### src/rtl/aes256_pkg.sv
// aes256_pkg: shared AES-256 key-schedule constants, round-key type and store FSM states.
// Build option: AES_RKEY_ZEROIZE_EN adds the ST_ZERO wipe state to rkst_e.
package aes256_pkg;

    localparam int NK      = 8;
    localparam int NB      = 4;
    localparam int NR      = NK + 6;
    localparam int N_RKEYS = NR + 1;
    localparam int RK_W    = 32 * NB;
    localparam int IDX_W   = $clog2(N_RKEYS);

    localparam logic [IDX_W-1:0] LAST_IDX = IDX_W'(NR);
    localparam logic [IDX_W-1:0] IDX_ONE  = IDX_W'(1);

    typedef logic [127:0] rkey_t;

    typedef enum logic [2:0] {
        ST_EMPTY = 3'd0,
        ST_LOAD  = 3'd1,
        ST_HOLD  = 3'd2,
        ST_FULL  = 3'd3
`ifdef AES_RKEY_ZEROIZE_EN
        ,
        ST_ZERO  = 3'd4
`endif
    } rkst_e;

    // Decrypt walks the schedule backwards: round r uses slot NR-r.
    function automatic logic [IDX_W-1:0] phys_slot(
        input logic [IDX_W-1:0] idx,
        input logic             dec
    );
        return dec ? (LAST_IDX - idx) : idx;
    endfunction

endpackage

### src/rtl/aes256_rkey_ram.sv
// aes256_rkey_ram: 15 x 128 round-key array, one write and one registered read port.
// A same-cycle read of the slot being written returns the old contents.
module aes256_rkey_ram
    import aes256_pkg::*;
(
    input  logic             clk,
    input  logic             reset,
    input  logic             we,
    input  logic [IDX_W-1:0] waddr,
    input  logic [RK_W-1:0]  wdata,
    input  logic             re,
    input  logic [IDX_W-1:0] raddr,
    output logic [RK_W-1:0]  rdata
);

    rkey_t mem [N_RKEYS];

    // Key storage; contents are intentionally left unreset.
    always_ff @(posedge clk) begin
        if (we && (waddr <= LAST_IDX)) begin
            mem[waddr] <= wdata;
        end
    end

    // Read register holds its value between accepted reads.
    always_ff @(posedge clk) begin
        if (reset) begin
            rdata <= '0;
        end else if (re && (raddr <= LAST_IDX)) begin
            rdata <= mem[raddr];
        end
    end

endmodule

### src/rtl/aes256_rkey_store.sv
// aes256_rkey_store: captures the 15-key AES-256 expansion burst and serves keys by round.
// Build option: AES_RKEY_ZEROIZE_EN makes reset/kz_clear wipe all slots through ST_ZERO.
module aes256_rkey_store
    import aes256_pkg::*;
(
    input  logic             clk,
    input  logic             reset,
    input  logic             kg_valid,
    input  logic [RK_W-1:0]  kg_data,
    input  logic             kz_clear,
    input  logic             rk_req,
    input  logic [IDX_W-1:0] rk_idx,
    input  logic             rk_dec,
    output logic             rk_ready,
    output logic             rk_valid,
    output logic [RK_W-1:0]  rk_data,
    output logic             rk_err,
    output logic             ld_err
);

`ifdef AES_RKEY_ZEROIZE_EN
    localparam rkst_e RST_ST = ST_ZERO;
    localparam rkst_e CLR_ST = ST_ZERO;
`else
    localparam rkst_e RST_ST = ST_EMPTY;
    localparam rkst_e CLR_ST = ST_EMPTY;
`endif

    rkst_e            st;
    logic [IDX_W-1:0] beat_cnt;

    logic             rd_ok;
    logic [IDX_W-1:0] raddr;

    logic             we;
    logic [IDX_W-1:0] waddr;
    logic [RK_W-1:0]  wdata;

    assign rd_ok = rk_req && rk_ready && (rk_idx <= LAST_IDX);
    assign raddr = phys_slot(rk_idx, rk_dec);

    // Write port: a burst's first beat lands in slot 0, later beats at beat_cnt.
    always_comb begin
        we    = 1'b0;
        waddr = beat_cnt;
        wdata = kg_data;
        if (!reset && !kz_clear) begin
            unique case (st)
                ST_EMPTY, ST_FULL: begin
                    we    = kg_valid;
                    waddr = '0;
                end
                ST_LOAD: begin
                    we = kg_valid;
                end
`ifdef AES_RKEY_ZEROIZE_EN
                ST_ZERO: begin
                    we    = 1'b1;
                    wdata = '0;
                end
`endif
                default: begin
                    we = 1'b0;
                end
            endcase
        end
    end

    // Load sequencing; rk_ready is registered so it is high exactly while in ST_FULL.
    always_ff @(posedge clk) begin
        if (reset) begin
            st       <= RST_ST;
            beat_cnt <= '0;
            rk_ready <= 1'b0;
            ld_err   <= 1'b0;
        end else begin
            rk_ready <= 1'b0;
            ld_err   <= 1'b0;
            if (kz_clear) begin
                st       <= CLR_ST;
                beat_cnt <= '0;
            end else begin
                unique case (st)
                    ST_EMPTY: begin
                        if (kg_valid) begin
                            st       <= ST_LOAD;
                            beat_cnt <= IDX_ONE;
                        end
                    end
                    ST_LOAD: begin
                        if (kg_valid) begin
                            beat_cnt <= beat_cnt + IDX_ONE;
                            if (beat_cnt == LAST_IDX) begin
                                st <= ST_HOLD;
                            end
                        end else begin
                            ld_err   <= 1'b1;
                            beat_cnt <= '0;
                            st       <= ST_EMPTY;
                        end
                    end
                    ST_HOLD: begin
                        if (!kg_valid) begin
                            st       <= ST_FULL;
                            rk_ready <= 1'b1;
                        end
                    end
                    ST_FULL: begin
                        if (kg_valid) begin
                            st       <= ST_LOAD;
                            beat_cnt <= IDX_ONE;
                        end else begin
                            rk_ready <= 1'b1;
                        end
                    end
`ifdef AES_RKEY_ZEROIZE_EN
                    ST_ZERO: begin
                        if (beat_cnt == LAST_IDX) begin
                            st       <= ST_EMPTY;
                            beat_cnt <= '0;
                        end else begin
                            beat_cnt <= beat_cnt + IDX_ONE;
                        end
                    end
`endif
                    default: begin
                        st       <= ST_EMPTY;
                        beat_cnt <= '0;
                    end
                endcase
            end
        end
    end

    // Read handshake flags, one cycle behind the request.
    always_ff @(posedge clk) begin
        if (reset) begin
            rk_valid <= 1'b0;
            rk_err   <= 1'b0;
        end else begin
            rk_valid <= rd_ok;
            rk_err   <= rk_req && !rd_ok;
        end
    end

    aes256_rkey_ram u_ram (
        .clk   (clk),
        .reset (reset),
        .we    (we),
        .waddr (waddr),
        .wdata (wdata),
        .re    (rd_ok),
        .raddr (raddr),
        .rdata (rk_data)
    );

endmodule

### config.mk
export PLATFORM = sky130hd
export DESIGN_NAME = aes256_rkey_store
export DESIGN_NICKNAME = d
export VERILOG_FILES = /design/src/rtl/aes256_pkg.sv /design/src/rtl/aes256_rkey_ram.sv /design/src/rtl/aes256_rkey_store.sv
export SDC_FILE = /design/constraint.sdc
export NUM_CORES = 2
export LEC_CHECK = 0
export CORE_MARGIN = 5
export CORE_UTILIZATION = 55
export DETAILED_ROUTE_END_ITERATION = 6
export HOLD_SLACK_MARGIN = 0.12
export MAX_ROUTING_LAYER = met4
export PLACE_DENSITY = 0.76
export SLEW_MARGIN = 30
export SYNTH_ARGS = -nofsm -noshare
export SYNTH_HDL_FRONTEND = slang
export SYNTH_SLANG_ARGS = --single-unit
### constraint.sdc
create_clock -name clk -period 17.21 [get_ports clk]
set_clock_uncertainty 0.15 [all_clocks]
set_input_delay 3.442 -clock clk [delete_from_list [all_inputs] [get_ports clk]]
set_output_delay 3.442 -clock clk [all_outputs]
set_load 0.005 [all_outputs]
Yosys cells after proc, flatten, opt, wreduce, memory -nomap -nowiden

Memory sizes are Yosys's and may differ from the RTL's. A register that Yosys moved wholly into a read port is not among the register bits.
Index checks and enable logic that the tools add are counted.

Bits in writable memories: 1920
Bits in registers: 11
Word-level logic and storage cells: 56
Memories: 1

Memory list:

| name      | depth | width | rd ports | clocked after memory_dff | wr ports | RTL line              | RTL |
|---|---|---|---|---|---|---|---|
| u_ram.mem | 15    | 128   | 1        | 1                        | 1        | aes256_rkey_ram.sv:16 | `rkey_t mem [N_RKEYS];` |

$add $sub $neg: 2
Order comparisons: 3
Muxes and demuxes: 16
Bitwise operators: 3
Equal/unequal tests: 7
Reduce and logical (&&, ||, !) cells: 18

Operators by type and width:

| kind                                                | number |
|---|---|
| 2-to-1 mux 4 bit                                    | 5 |
| <= comparator 4 bit, second input constant          | 3 |
| 2-to-1 mux 3 bit                                    | 4 |
| case mux 4 bit (3 select lines)                     | 1 |
| case mux 3 bit (3 select lines)                     | 1 |
| OR reduction 3 bit                                  | 3 |
| equality test 3 x 2 -> 1 bit, second input constant | 2 |
| logical AND 1 bit                                   | 6 |
| OR reduction 2 bit                                  | 3 |
| 2-to-1 mux 1 bit                                    | 5 |
| adder 4 x 1 -> 4 bit, second input constant         | 1 |
| equality test 4 bit, second input constant          | 1 |
| subtractor 4 bit, first input constant              | 1 |
| equality test 3 x 1 -> 1 bit, second input constant | 1 |
| logical NOT 1 bit                                   | 3 |
| logical NOT 3 bit                                   | 1 |
| != test 3 bit, second input constant                | 1 |
| inverter 1 bit                                      | 3 |
| AND reduction 3 bit                                 | 1 |
| != test 2 x 1 -> 1 bit, second input constant       | 1 |
| != test 2 bit, second input constant                | 1 |
| AND reduction 2 bit                                 | 1 |

Longest topological paths before layout

Depth after elaboration: 8
Gate-level depth with buffers: 15

Cells and area by module

A second synthesis with hierarchy kept.

Cell total of the unflattened synthesis: 3894
Area, all modules: 78192.5 um^2

By module, submodules not included:

| module            | area an instance (um^2) | cells each | instances |
|---|---|---|---|
| aes256_rkey_ram   | 77518.1                 | 3820       | 1 |
| aes256_rkey_store | 674.4                   | 74         | 1 |

Worst setup path after synthesis

OpenSTA, ideal clock, no wires.

Path kind: input to register
Start point: input port kg_valid
End point: memory u_ram.mem[12][0] (netlist name) (enable)
Arrival: 17.242 ns
Required time: 16.087 ns
Buffers on the path: 0
Stages: 4
Slack: -1.155 ns
Setup time: 0.973 ns
Cell sequence: inv_1 > nor4_1 > nor2b_1 > nor4b_1

Cells in the longest elaborated chain, start to end: 5

Ends and longest elaborated chain:

| item                                   | RTL line                | RTL |
|---|---|---|
| from (decl)                            | aes256_rkey_store.sv:8  | `input logic kg_valid,` |
| 2-to-1 mux 1 bit                       | aes256_rkey_store.sv:48 | `unique case (st)` |
| 2-to-1 mux 1 bit                       | aes256_rkey_store.sv:47 | `if (!reset && !kz_clear) begin` |
| logical AND 1 bit                      | aes256_rkey_ram.sv:20   | `if (we && (waddr <= LAST_IDX)) begin` |
| 2-to-1 mux 1 bit                       | aes256_rkey_ram.sv:20   |  |
| 2-to-1 mux 1 bit (not written as such) | aes256_rkey_ram.sv:21   | `mem[waddr] <= wdata;` |
| to (decl)                              | aes256_rkey_ram.sv:16   |  |

No other way between the ends.

Final worst setup path

Start point: input port kg_valid
End point: memory u_ram.mem[4][60] (netlist name) (enable)

Same word-level chain as after synthesis.

==> results.ini <==
[run_status]
status = finished, final reports clean

[clocking]
cts_root_buffer = clkbuf_16
cts.sinks = 2058
cts_resized = 0
cts-hold-fix-buffers = 0
htreeDepth = 4
cts_tree = built
cts_buffers = 193
path_clk_slew_ns = 0.06
clockBufferDepth = 3
worstSkewPairLatency_ns = 0.81
postCtsSetupRepairBufs = 0

[critical_path]
crit_required_ns = 17.48
cp-start-kind = input port
arrival_ns = 7.60
cp-end-kind = register
crit_fanout = 35
path_class = in2reg

[route]
viasPerCell = 6.41
wl_um = 181000
first_pass_iters = 5
route.detailed.drc = 0
vias = 38700
postRouteAntennaNets = 0
drt_iter0_drc = 4552
wl_per_cell_um = 29.9

[pwr]
power.density_nw_per_um2 = 117
leakage_nw = 27.7
p_total_mw = 10.4
vdd_drop_max_mv = 0.0841

[sta]
setup_viol_count_final = 0
hold_viol_final = 0
timing.setup.tns_ns = 0
max_freq_mhz = 136
final.period_utilization_pct = 42.6
rsz0062_at_grt = no
max_slew.worst_pin.slew_ns = 1.05
post-route-min-period_ns = 7.33
finalMaxSlewViolations = 0
max_slew_margin_pct = 30.1
fin_ws_ns = 9.88

[global_route]
grt_pass1_wl_um = 264000
met2_usage_pct = 38.6
met3_usage_pct = 5.14
grt_pass1_vias = 38700
grt_use_met1_pct = 35.3
grt_overflow_total = 0
track_usage_pct = 25.3
grt_max_degree = 159
busiest_layer = met2
antenna_found_initial = 32

[yosys]
syn_inst = 3664
synthSimpleGateAreaFrac_pct = 1.65
yosys_warnings = 0
netlist-cell-type-count = 45
synth-edff-count = 1920
synthMuxAreaShare_pct = 13.0
syn_area_per_cell_sq_um = 20.9
synth_xor_area_share_pct = 0.0930
ys_ff_latch = 2058
syn_nets = 3810
async_flop_share_pct = 0
synth_top_family_by_area = multiplexers
synth_area_leaders = edfxtp_1 75%, mux4_2 11%, dfxtp_1 3.6%
syn_area_sq_um = 76700
ys_seq_area_share_pct = 78.8
synth-main-ff-cell = edfxtp_1
synth_top_area_share_pct = 75.2
synth_compound_area_share_pct = 4.95
synthAdderAreaFrac_pct = 0.131
synth.largest_area_cell = edfxtp_1

[floorplan]
fp-row-count = 137
start_util_pct = 55.1
die_w_um = 383
fp.dieH_um = 383
pin_count = 270
core-area_sq_um = 139000
die_area_sq_um = 147000

[layout]
synthToLayoutAreaGrowth_pct = 15.3
fillers = 8935
fin_cells = 6033
ff_latch_area_sq_um = 60400
final_nets = 4112
multiInputGateArea_sq_um = 15400
drive_above_1_share_pct = 18.6

[placement]
dp.final_hpwl_um = 83100
preCtsSetupSlack_ns = 8.92
dp_cells = 5638
io_buffers = 269
globalplace.congestion = 0.739

[run]
drv_cap = 0

[worst_hold_path]
min_path_type = reg2reg

-- metal layers --
| layer | wire length, um | part of all wire [%] | vias to the layer above |
|---|---|---|---|
| met5 | 0 | 0 | - |
| met4 | 4980 | 2.8 | 0 |
| met3 | 16600 | 9.2 | 311 |
| met2 | 87500 | 48 | 2046 |
| met1 | 71400 | 40 | 20300 |
| li1 | - | - | 16000 |
-- per-stage QoR --
step / util [%] / hold slack (ns) / area, sq um
finish: 63.6 / 0.307 / 88400
global route: 63.6 / 0.332 / 88400
CTS: 63.3 / 0.308 / 88100
detailed placement: 58.7 / 0.293 / 81600
global placement: 58.6 / 0.286 / 81500
floorplan: - / 0.298 / 76700
-- path summary, 6_finish.rpt --
path,startpoint,endpoint,slack [ns],cells after the start
min,u_ram.rdata[20],u_ram.rdata[20],0.31,2
min reg2reg,u_ram.rdata[20],u_ram.rdata[20],0.31,2
max,kg_valid,u_ram.mem[4][60],9.88,8
max reg2reg,st[0],u_ram.mem[4][60],12.40,8
-- synthesized netlist by cell type (2+ instances only) --
cell and number:
a211oi_1 258, a21boi_0 2, a31oi_1 2, and2_1 3, and3_1 2, buf_1 10, buf_2 125, buf_4 5
clkbuf_1 91, dfxtp_1 138, edfxtp_1 1920, ha_1 8, inv_1 6, mux2i_1 128, mux4_2 384, nand2_1 137
nand3_1 5, nand3b_1 3, nor2_1 153, nor3_1 2, nor4b_1 2, o22ai_1 127, o31ai_1 128, xor2_1 4
-- sequential cells by signal, summed over array words and instances (netlist names) --
signal / cells
st: 2
ld_err: 1
rk_err: 1
beat_cnt: 4
rk_valid: 1
u_ram.rdata: 128
u_ram.mem: 1920
rk_ready: 1
-- cell families after synthesis --
| family | after synthesis |
|---|---|
| AO/OA/AOI/OAI | 526 |
| flip-flops | 2058 |
| buffers and inverters | 237 |
| multiplexers | 513 |
| AND/OR/NAND/NOR | 316 |
| adder cells (fa/ha/maj) | 8 |
| XOR/XNOR | 6 |
-- final cells by class --
class / count / share of cell area [%]
Tap cell: 1876 / 2.66
Inverter: 6 / 0.0255
Timing Repair Buffer: 338 / 4.16
Multi-Input combinational cell: 1369 / 17.4
Sequential cell: 2058 / 68.4
Clock buffer: 251 / 5.95
Antenna cell: 26 / 0.0736
Clock inverter: 109 / 1.37
-- power breakdown --
| part | internal (mW) | total [mW] | switching (mW) | leakage (nW) |
|---|---|---|---|---|
| combinational | 0.220 | 0.555 | 0.335 | 6.11 |
| sequential | 5.48 | 5.48 | 0.00471 | 18.4 |
| clock | 2.54 | 4.32 | 1.79 | 3.17 |
-- layout by cell type, fill, tap and decap left out, types with 2 or more instances in the layout --
| cell | n |
|---|---|
| nand2_1 | 136 |
| diode_2 | 26 |
| clkbuf_16 | 198 |
| clkdlybuf4s50_1 | 268 |
| buf_4 | 35 |
| nand3_1 | 5 |
| clkbuf_8 | 10 |
| buf_6 | 5 |
| a21boi_0 | 2 |
| o22ai_1 | 127 |
| clkbuf_1 | 43 |
| nand3b_1 | 3 |
| a211oi_1 | 257 |
| xor2_1 | 3 |
| buf_16 | 11 |
| inv_1 | 6 |
| dfxtp_1 | 138 |
| clkinv_2 | 40 |
| ha_1 | 8 |
| nor2_1 | 140 |
| nor2_4 | 13 |
| clkinv_1 | 29 |
| and2_1 | 2 |
| clkinvlp_4 | 7 |
| nor4b_4 | 2 |
| edfxtp_1 | 1920 |
| bufinv_16 | 26 |
| o31ai_1 | 128 |
| a31oi_4 | 2 |
| and3_1 | 2 |
| mux4_2 | 384 |
| mux2i_1 | 128 |
| nor3_1 | 2 |
| buf_12 | 18 |
| inv_6 | 5 |
-- worst max-delay path, stage by stage --
cell and delay (ns):
clkdlybuf4s50_1 0.51, inv_1 0.10, nor4_1 0.63, o21ai_0 0.53
nor2_4 0.71, buf_16 0.26, buf_4 0.60, buf_4 0.71
No activity file was read; power rests on OpenSTA's default activity.
